===== src/rtl/ocx_dlx_pkg.sv =====
// Shared definitions for the DLx receive-side link control logic.
package ocx_dlx_pkg;

   // Lanes per DLx link
   localparam int LANES = 8;

   // Retrain sequencer state encodings (3'd7 is unused and recovers to IDLE)
   typedef enum logic [2:0] {
      ST_IDLE      = 3'd0,
      ST_WAIT_PHY  = 3'd1,
      ST_WAIT_SYNC = 3'd2,
      ST_PULSE     = 3'd3,
      ST_WAIT_DONE = 3'd4,
      ST_RUN       = 3'd5,
      ST_FAIL      = 3'd6
   } state_t;

   // True for the transient bring-up states (everything except IDLE, RUN, FAIL)
   function automatic logic is_busy(input state_t s);
      return (s == ST_WAIT_PHY) || (s == ST_WAIT_SYNC) ||
             (s == ST_PULSE)    || (s == ST_WAIT_DONE);
   endfunction

endpackage


===== src/rtl/ocx_dlx_rx_retrain_ctl.sv =====
// GTY receiver bring-up / retrain sequencer for one 8-lane DLx link.
// Waits for PHY reset done, lane sync, pulses the rx datapath reset,
// then supervises the running link and retries on timeout or lane loss.
module ocx_dlx_rx_retrain_ctl
   import ocx_dlx_pkg::*;
#(
   parameter int                PULSE_LEN    = 8,
   parameter int                TMR_W        = 20,
   parameter logic [TMR_W-1:0]  SYNC_TIMEOUT = 20'd1000000,
   parameter logic [TMR_W-1:0]  DONE_TIMEOUT = 20'd65535,
   parameter int                MAX_RETRY    = 3,
   parameter int                LOSS_CYCLES  = 16
) (
   input  logic             opt_gckn,
   input  logic             dlx_reset_n,
   input  logic             enable,
   input  logic [LANES-1:0] rx_run_lane,
   input  logic             rx_reset_done,
   input  logic [LANES-1:0] rx_valid,
   input  logic             link_up,
   output logic             rx_datapath_reset,
   output logic [LANES-1:0] rx_init_done,
   output logic [3:0]       retrain_cnt,
   output logic             fail,
   output logic             busy,
   output logic [2:0]       state
);

   localparam int               LOSS_W     = $clog2(LOSS_CYCLES + 1);
   localparam logic [TMR_W-1:0] PULSE_LAST = TMR_W'(PULSE_LEN - 1);
   localparam logic [TMR_W-1:0] SYNC_LAST  = SYNC_TIMEOUT - 1'b1;
   localparam logic [TMR_W-1:0] DONE_LAST  = DONE_TIMEOUT - 1'b1;
   localparam logic [LOSS_W-1:0] LOSS_LAST = LOSS_W'(LOSS_CYCLES - 1);
   localparam logic [3:0]       RETRY_MAX  = 4'(MAX_RETRY);

   state_t              r_state;
   state_t              w_state_next;
   logic [TMR_W-1:0]    r_timer;
   logic [LOSS_W-1:0]   r_loss;
   logic [3:0]          r_attempt;
   logic [3:0]          r_retrain_cnt;
   logic                r_synced;
   logic                r_seen_low;
   logic                r_abort;
   logic                r_dp_reset;
   logic [LANES-1:0]    r_init_done;
   logic                r_fail;
   logic                r_busy;

   logic                w_retry;
   logic                w_set_synced;
   logic                w_clr_synced;
   logic                w_link_ok;
   logic                w_at_max;
   logic                w_loss;
   logic                w_sync_all;

   assign w_at_max   = (r_attempt == RETRY_MAX);
   assign w_sync_all = &rx_run_lane;
   // Loss is declared on the LOSS_CYCLES-th consecutive cycle with a bad lane
   assign w_loss     = ~(&rx_valid) && (r_loss == LOSS_LAST);

   // Next-state decode; enable=0 wins everywhere except mid-pulse
   always_comb begin
      w_state_next = r_state;
      w_retry      = 1'b0;
      w_set_synced = 1'b0;
      w_clr_synced = 1'b0;
      w_link_ok    = 1'b0;
      case (r_state)
         ST_IDLE: begin
            if (enable) w_state_next = ST_WAIT_PHY;
         end
         ST_WAIT_PHY: begin
            if (!enable)           w_state_next = ST_IDLE;
            else if (rx_reset_done) w_state_next = ST_WAIT_SYNC;
         end
         ST_WAIT_SYNC: begin
            if (!enable) begin
               w_state_next = ST_IDLE;
            end else if (w_sync_all) begin
               w_state_next = ST_PULSE;
               w_set_synced = 1'b1;
            end else if (r_timer == SYNC_LAST) begin
               w_retry      = 1'b1;
               w_clr_synced = 1'b1;
               w_state_next = w_at_max ? ST_FAIL : ST_PULSE;
            end
         end
         ST_PULSE: begin
            // Never truncate a PHY reset; an abort only takes effect at the end
            if (r_timer == PULSE_LAST)
               w_state_next = (r_abort || !enable) ? ST_IDLE : ST_WAIT_DONE;
         end
         ST_WAIT_DONE: begin
            if (!enable)
               w_state_next = ST_IDLE;
            else if (r_seen_low && rx_reset_done)
               w_state_next = r_synced ? ST_RUN : ST_WAIT_SYNC;
            else if (r_timer == DONE_LAST)
               w_state_next = ST_FAIL;
         end
         ST_RUN: begin
            if (!enable) begin
               w_state_next = ST_IDLE;
            end else if (w_loss || !rx_reset_done) begin
               w_retry      = 1'b1;
               w_clr_synced = 1'b1;
               w_state_next = w_at_max ? ST_FAIL : ST_WAIT_PHY;
            end else if (link_up) begin
               w_link_ok = 1'b1;
            end
         end
         ST_FAIL: begin
            if (!enable) w_state_next = ST_IDLE;
         end
         default: w_state_next = ST_IDLE;
      endcase
   end

   // State register and shared saturating timer, cleared on every state change
   always_ff @(posedge opt_gckn or negedge dlx_reset_n) begin
      if (!dlx_reset_n) begin
         r_state <= ST_IDLE;
         r_timer <= '0;
      end else begin
         r_state <= w_state_next;
         if (w_state_next != r_state)
            r_timer <= '0;
         else if (r_timer != '1)
            r_timer <= r_timer + 1'b1;
      end
   end

   // Retry bookkeeping: attempt count and saturating retrain event counter
   always_ff @(posedge opt_gckn or negedge dlx_reset_n) begin
      if (!dlx_reset_n) begin
         r_attempt     <= '0;
         r_retrain_cnt <= '0;
      end else begin
         if (r_state == ST_IDLE || w_link_ok)
            r_attempt <= '0;
         else if (w_retry && !w_at_max)
            r_attempt <= r_attempt + 1'b1;
         if (w_retry && !w_at_max && r_retrain_cnt != 4'hF)
            r_retrain_cnt <= r_retrain_cnt + 1'b1;
      end
   end

   // Sequence flags: lanes synced, reset-done low seen, pulse abort request
   always_ff @(posedge opt_gckn or negedge dlx_reset_n) begin
      if (!dlx_reset_n) begin
         r_synced   <= 1'b0;
         r_seen_low <= 1'b0;
         r_abort    <= 1'b0;
      end else begin
         if (w_set_synced)      r_synced <= 1'b1;
         else if (w_clr_synced) r_synced <= 1'b0;
         if (r_state == ST_PULSE)
            r_seen_low <= 1'b0;
         else if (r_state == ST_WAIT_DONE && !rx_reset_done)
            r_seen_low <= 1'b1;
         if (r_state != ST_PULSE)
            r_abort <= 1'b0;
         else if (!enable)
            r_abort <= 1'b1;
      end
   end

   // Consecutive lane-invalid counter, only live in RUN
   always_ff @(posedge opt_gckn or negedge dlx_reset_n) begin
      if (!dlx_reset_n)
         r_loss <= '0;
      else if (r_state != ST_RUN || (&rx_valid))
         r_loss <= '0;
      else if (r_loss != '1)
         r_loss <= r_loss + 1'b1;
   end

   // Outputs registered from the next state so they align with the state register
   always_ff @(posedge opt_gckn or negedge dlx_reset_n) begin
      if (!dlx_reset_n) begin
         r_dp_reset  <= 1'b0;
         r_init_done <= '0;
         r_fail      <= 1'b0;
         r_busy      <= 1'b0;
      end else begin
         r_dp_reset  <= (w_state_next == ST_PULSE);
         r_init_done <= (w_state_next == ST_RUN) ? {LANES{rx_reset_done}} : '0;
         r_fail      <= (w_state_next == ST_FAIL);
         r_busy      <= is_busy(w_state_next);
      end
   end

   assign rx_datapath_reset = r_dp_reset;
   assign rx_init_done      = r_init_done;
   assign retrain_cnt       = r_retrain_cnt;
   assign fail              = r_fail;
   assign busy              = r_busy;
   assign state             = r_state;

endmodule

===== config.mk =====
export PLATFORM = sky130hd
export DESIGN_NAME = ocx_dlx_rx_retrain_ctl
export DESIGN_NICKNAME = d
export VERILOG_FILES = /design/src/rtl/ocx_dlx_pkg.sv /design/src/rtl/ocx_dlx_rx_retrain_ctl.sv
export SDC_FILE = /design/constraint.sdc
export NUM_CORES = 1
export LEC_CHECK = 0
export ABC_AREA = 0
export CORE_MARGIN = 2
export CORE_UTILIZATION = 50
export CTS_CLUSTER_SIZE = 40
export DETAILED_ROUTE_END_ITERATION = 12
export GPL_ROUTABILITY_DRIVEN = 0
export PLACE_DENSITY = 0.81
export SLEW_MARGIN = 20
export SYNTH_ARGS = -nofsm -noshare
export SYNTH_HDL_FRONTEND = slang
export SYNTH_SLANG_ARGS = --single-unit

===== constraint.sdc =====
create_clock -name opt_gckn -period 2.4 [get_ports opt_gckn]
set_clock_uncertainty 0.1 [all_clocks]
set_input_delay 0.36 -clock opt_gckn [delete_from_list [all_inputs] [get_ports opt_gckn]]
set_output_delay 0.36 -clock opt_gckn [all_outputs]
set_load 0.02 [all_outputs]

======== Yosys cells after proc, flatten, opt, wreduce, memory -nomap -nowiden ========
Cells that the tools add are included.
storage, ports and cells
  register bits after elaboration ......... 50
  output and inout bits ................... 18
  word-level logic and storage cells ...... 108
operators by class
  $add $sub $neg .......................... 4
  eq/ne operators ......................... 24
  multiplexer cells ....................... 44
  bitwise gates (word level) .............. 1
  reductions and logical operators ........ 23
operator list
  kind                                                               count
  3-bit two-way mux                                                  17
  20-bit two-way mux                                                 2
  3-bit one-hot mux with 7 select lines                              1
  20-bit by 1-bit adder with 20-bit output, second input constant    1
  20-bit by 16-bit == test with 1-bit output, second input constant  1
  20-bit == test, second input constant                              1
  20-bit by 3-bit == test with 1-bit output, second input constant   1
  20-bit != test, second input constant                              1
  3-bit == test, second input constant                               6
  1-bit two-way mux                                                  18
  8-bit AND reduction                                                2
  3-bit by 2-bit == test with 1-bit output, second input constant    4
  5-bit two-way mux                                                  2
  2-bit nonzero test                                                 5
  4-bit by 1-bit adder with 4-bit output, second input constant      2
  4-bit two-way mux                                                  2
  8-bit two-way mux                                                  1
  1-bit logical OR                                                   7
  3-bit by 1-bit == test with 1-bit output, second input constant    2
  5-bit by 1-bit adder with 5-bit output, second input constant      1
  5-bit by 4-bit == test with 1-bit output, second input constant    1
  1-bit logical AND                                                  5
  5-bit != test, second input constant                               1
  4-bit by 2-bit == test with 1-bit output, second input constant    1
  9 further kinds                                                    11

======== Depth between registers and ports, before layout ========
  depth after elaboration ................. 11
  gate-level depth with buffers ........... 10
  depth with buffers taken out ............ 10

======== Worst setup path after synthesis ========
No wires, ideal clock.
  path type ............................... reg-to-reg
  from .................................... register r_timer[12]
  to ...................................... register r_retrain_cnt[1] (netlist: retrain_cnt[1])
  library setup time ...................... 0.128 ns
  arrival time ............................ 2.301 ns
  required time ........................... 2.172 ns
  setup slack ............................. -0.129 ns
  cell stages (with the launch flop) ...... 8
  cell sequence ........................... dfrtp_1 or4_4 nor4_4 nor4bb_1 o21a_2 nand2_2 a31o_2 mux2_1
on the way
  word-level cells in the longest chain between the ends .. 7
ends and longest elaborated chain
  what                                   line                           text
  start, declared                        ocx_dlx_rx_retrain_ctl.sv:38   logic [TMR_W-1:0] r_timer;
  start signal, assigned                 ocx_dlx_rx_retrain_ctl.sv:131  r_timer <= r_timer + 1'b1;
  20-bit == test                         ocx_dlx_rx_retrain_ctl.sv:84   end else if (r_timer == SYNC_LAST) begin
  1-bit two-way mux                      ocx_dlx_rx_retrain_ctl.sv:84
  1-bit two-way mux                      ocx_dlx_rx_retrain_ctl.sv:81   end else if (w_sync_all) begin
  1-bit two-way mux                      ocx_dlx_rx_retrain_ctl.sv:79   if (!enable) begin
  1-bit one-hot mux with 2 select lines  ocx_dlx_rx_retrain_ctl.sv:70   case (r_state)
  1-bit logical AND (2 in a row)         ocx_dlx_rx_retrain_ctl.sv:145  if (w_retry && !w_at_max && r_retrain_cnt != 4'hF)
  end signal, assigned                   ocx_dlx_rx_retrain_ctl.sv:146  r_retrain_cnt <= r_retrain_cnt + 1'b1;
  end, declared                          ocx_dlx_rx_retrain_ctl.sv:41   logic [3:0] r_retrain_cnt;
Every way passes these cells.
A chain may end at the register's enable or synchronous reset.

======== Worst setup path after layout ========
  from .................................... register r_timer[12]
  to ...................................... register r_timer[10]
on the way
  word-level cells in the longest chain between the ends .. 7
  elaborated cells on any way between the ends .. 15
  classes of those cells .................. eq/ne: 5; mux: 9; reduce/logical: 1
ends and longest elaborated chain
  what                                                                          line                                                         text
  20-bit by 16-bit == test with 1-bit output or 20-bit == test (tied branches)  ocx_dlx_rx_retrain_ctl.sv:100, ocx_dlx_rx_retrain_ctl.sv:84
  3-bit two-way mux (on tied branches)                                          ocx_dlx_rx_retrain_ctl.sv:100, ocx_dlx_rx_retrain_ctl.sv:84
  3-bit two-way mux (on tied branches)                                          ocx_dlx_rx_retrain_ctl.sv:98, ocx_dlx_rx_retrain_ctl.sv:81
  3-bit two-way mux (on tied branches)                                          ocx_dlx_rx_retrain_ctl.sv:96, ocx_dlx_rx_retrain_ctl.sv:79
  3-bit one-hot mux with 7 select lines (*)                                     ocx_dlx_rx_retrain_ctl.sv:70
  via w_state_next[0]                                                           ocx_dlx_rx_retrain_ctl.sv:37                                 state_t w_state_next;
  3-bit != test (*)                                                             ocx_dlx_rx_retrain_ctl.sv:128                                if (w_state_next != r_state)
  20-bit two-way mux or 2-bit nonzero test (tied branches)                      n/a
Mark *: on every way through the listed nets, which the timed path passes. The rest lies on a longest branch.

==> results.json <==
{
  "reg2reg_to": "r_timer[10]",
  "finalHoldViolations": 0,
  "yosysUniqueCellTypes": 50,
  "ys_seq_area_share_pct": 38.9,
  "placed_cells": 439,
  "hp-class": "input port to asynchronous set/reset pin",
  "multi_input_area_um2": 1730,
  "dieHeight_um": 78.4,
  "path_clk_slew_ns": 0.08,
  "grt-busiest-layer": "met2",
  "grt.total_usage_pct": 25.2,
  "synth.net_count": 331,
  "grt_setup_unrepaired": "yes",
  "status": "finished with violations",
  "met1_usage_pct": 31.2,
  "clock_path_buffers": 2,
  "die-area_um2": 6140,
  "required_ns": 2.50,
  "drv_cap": 0,
  "viasPerCell": 5.91,
  "crit_family": "simple AND/OR/NAND/NOR gates",
  "synth_top_area_share_pct": 38.9,
  "dpl.hpwl_um": 5220,
  "ff2ff_setup_slack_ns": -0.02,
  "path_cells": "or4_4, nor4_4, a21oi_1, o21a_1, o21ai_4, xnor2_2, buf_12, nor4b_4",
  "use_met2_pct": 42.8,
  "fill_cells": 383,
  "num_vias": 2678,
  "ioPinCount": 39,
  "worst_slack_ns": -0.0185,
  "combPwrFrac_pct": 4.9,
  "regArea_um2": 1080,
  "crit_slowest_cell": "or4_4",
  "placementRows": 27,
  "wl_per_cell_um": 16.5,
  "grt_max_degree": 21,
  "area_growth_syn_to_layout_pct": 39.1,
  "htree_levels": 2,
  "root_buffer": "clkbuf_8",
  "yosys.area.top_type": "dfrtp_1",
  "clk_latency_ns": 0.30,
  "layout_min_cycle_time_ns": 2.42,
  "p_seq_share_pct": 55.9,
  "ys_warn_count": 0,
  "synthTopCellsByCount": "dfrtp_1, nand2_1, nor2_1",
  "worstMarginPinSlew_ns": 0.465,
  "synth.most_common_cell": "dfrtp_1",
  "p_sw_share_pct": 21.2,
  "relSlewSlack_pct": 69.0,
  "post_dp_cell_area_um2": 3520,
  "finalCritPeriodShare_pct": 101,
  "syn_area_um2": 2770,
  "regToRegStartpoint": "r_timer[12]",
  "synth_seq_cells": 43,
  "clock_power_share_pct": 39.2,
  "slowest_delay_ns": 0.59,
  "end_kind": "flop",
  "p_switching_uw": 274,
  "critPathBufInv": 1,
  "drt_first_iter_violations": 283,
  "start_util_pct": 50.9,
  "core-area_um2": 5440,
  "p_leak_uw": 0.00168,
  "drt-pass1-iter-count": 4,
  "ys_top_cells_by_area": "dfrtp_1, nor4b_2, xnor2_1",
  "drive_gt1_share_pct": 26.0,
  "ir_drop_mv": 0.251,
  "cp_data_arrival_time_ns": 2.52,
  "async_flop_share_pct": 100,
  "grt.met3_usage_pct": 5.40,
  "numClockSinks": 43,
  "route.detailed.drc": 0,
  "syn_area_per_cell_um2": 9.13,
  "synthCells": 303,
  "numCtsBuffers": 5,
  "power.density_nw_per_um2": 337,
  "crit_fanout": 20,
  "gr-total-overflow": 0,
  "final_nets": 408,
  "reg2regPathDepth": 8,
  "grt_pass1_wl_um": 12300,
  "ys.flop_type": "dfrtp_1",
  "setup_viol": 14,
  "tns_ns": -0.123,
  "grt_pass1_vias": 2655,
  "power.total_uw": 1300,
  "final_area_um2": 3850,
  "ant_nets": 0,
  "synth-edff-count": 0,
  "start_kind": "flop",
  "intPower_uw": 1020,
  "insertedDiodeCount": 0,
  "violations": "negative setup slack",
  "antenna_found_initial": 0,
  "final_cells": 453,
  "path_class": "flop to flop",
  "die_x_um": 78.4,
  "finalMaxSlewViolations": 0,
  "cts_tree": "done",
  "io_buffers": 38,
  "finalWirelength_um": 7480,
  "timing.fmax_mhz": 413
}
## power by group through the flow
stage / sequential, µW / clock (µW) / combinational [µW]
floorplan: 738 / 0 / 6.76
global placement: 738 / 0 / 60.9
detailed placement: 738 / 0 / 62.1
CTS: 724 / 519 / 63.9
global route: 724 / 545 / 70.1
finish: 724 / 508 / 63.6
## cell usage in the layout (no fill, tap or decap), types with 3 or more instances in the layout
cell,count
nor4_4,3
nand4b_1,6
and4_1,4
dfrtp_1,43
xnor2_1,13
nor4_1,4
ha_1,4
nor4b_2,8
clkdlybuf4s50_1,37
clkbuf_8,7
o21ai_0,11
buf_4,45
inv_1,10
nor2_1,25
nand4_1,12
nor3b_1,4
buf_6,4
xor2_1,10
nor3_1,21
nand2_1,28
nand3_1,12
a21oi_1,9
## flip-flops by register name, summed over array words and instances, names as in the netlist
| name | flops |
|---|---|
| r_timer | 20 |
| r_loss | 5 |
| r_attempt | 4 |
| retrain_cnt | 4 |
| state | 3 |
| busy | 1 |
| fail | 1 |
| r_abort | 1 |
| r_seen_low | 1 |
| r_synced | 1 |
| rx_datapath_reset | 1 |
| rx_init_done | 1 |
## cells by family (layout without fill, tap and decap cells)
family,after synthesis,count (layout),share of synthesized area [%]
XOR/XNOR,25,25,7.91
flip-flops,43,43,38.9
adder cells (fa/ha/maj),7,7,3.17
AND/OR/NAND/NOR,151,151,33.4
multiplexers,3,3,1.13
AO/OA/AOI/OAI,43,43,10.0
buffers and inverters,31,109,5.52
## repair_timing
item                                    in CTS  in global routing
hold endpoints to repair                    18                  0
cloned                                       1                  0
hold buffers                                 1                  0
pin swaps                                    5                 11
resized for setup                           12                 23
endpoints found under the setup margin      19                 28
setup buffers                                1                  3
## how the worst max path moves through the flow
| stage | slack, ns | cells past startpoint | end | from |
|---|---|---|---|---|
| final | -0.02 | 8 | r_timer[10] | r_timer[12] |
| after global routing | -0.14 | 9 | rx_datapath_reset | r_attempt[0] |
| after detailed placement | -0.16 | 9 | r_timer[10] | rx_valid[7] |
| after CTS | 0.007 | 8 | retrain_cnt[3] | r_timer[12] |
| after global placement | -0.04 | 9 | r_timer[10] | rx_valid[6] |
| after floorplan | 0.002 | 9 | retrain_cnt[1] | r_timer[1] |
## metal layers
metal / routed length, µm / up-vias / part of all wire (%)
met2: 3620 / 112 / 48
met5: 0 / - / 0
met4: 236 / 0 / 3.2
li1: - / 1247 / -
met1: 3110 / 1297 / 42
met3: 502 / 22 / 6.7
## worst register-to-register path, cell delays in order (launching register included)
cell	delay, ns
dfrtp_1	0.39
or4_4	0.59
nor4_4	0.21
a21oi_1	0.11
o21a_1	0.21
o21ai_4	0.17
xnor2_2	0.11
buf_12	0.18
nor4b_4	0.28
## metrics by stage
stage	hold slack [ns]	worst slack, ns	utilization (%)
after global routing	0.486	-0.136	70.7
after CTS	0.443	0.00688	68.3
after global placement	0.239	-0.0379	64.7
after detailed placement	0.241	-0.157	64.7
after floorplan	-0.0356	0.00195	-
final	0.442	-0.0185	70.7
## area by class of cell
cell class	instances	area share, %
Tap cell	72	2.34
Multi-Input combinational cell	229	45.0
Inverter	10	0.976
Sequential cell	43	28.0
Clock buffer	8	2.60
Timing Repair Buffer	91	21.1
Power figures use the tool's default switching activity.
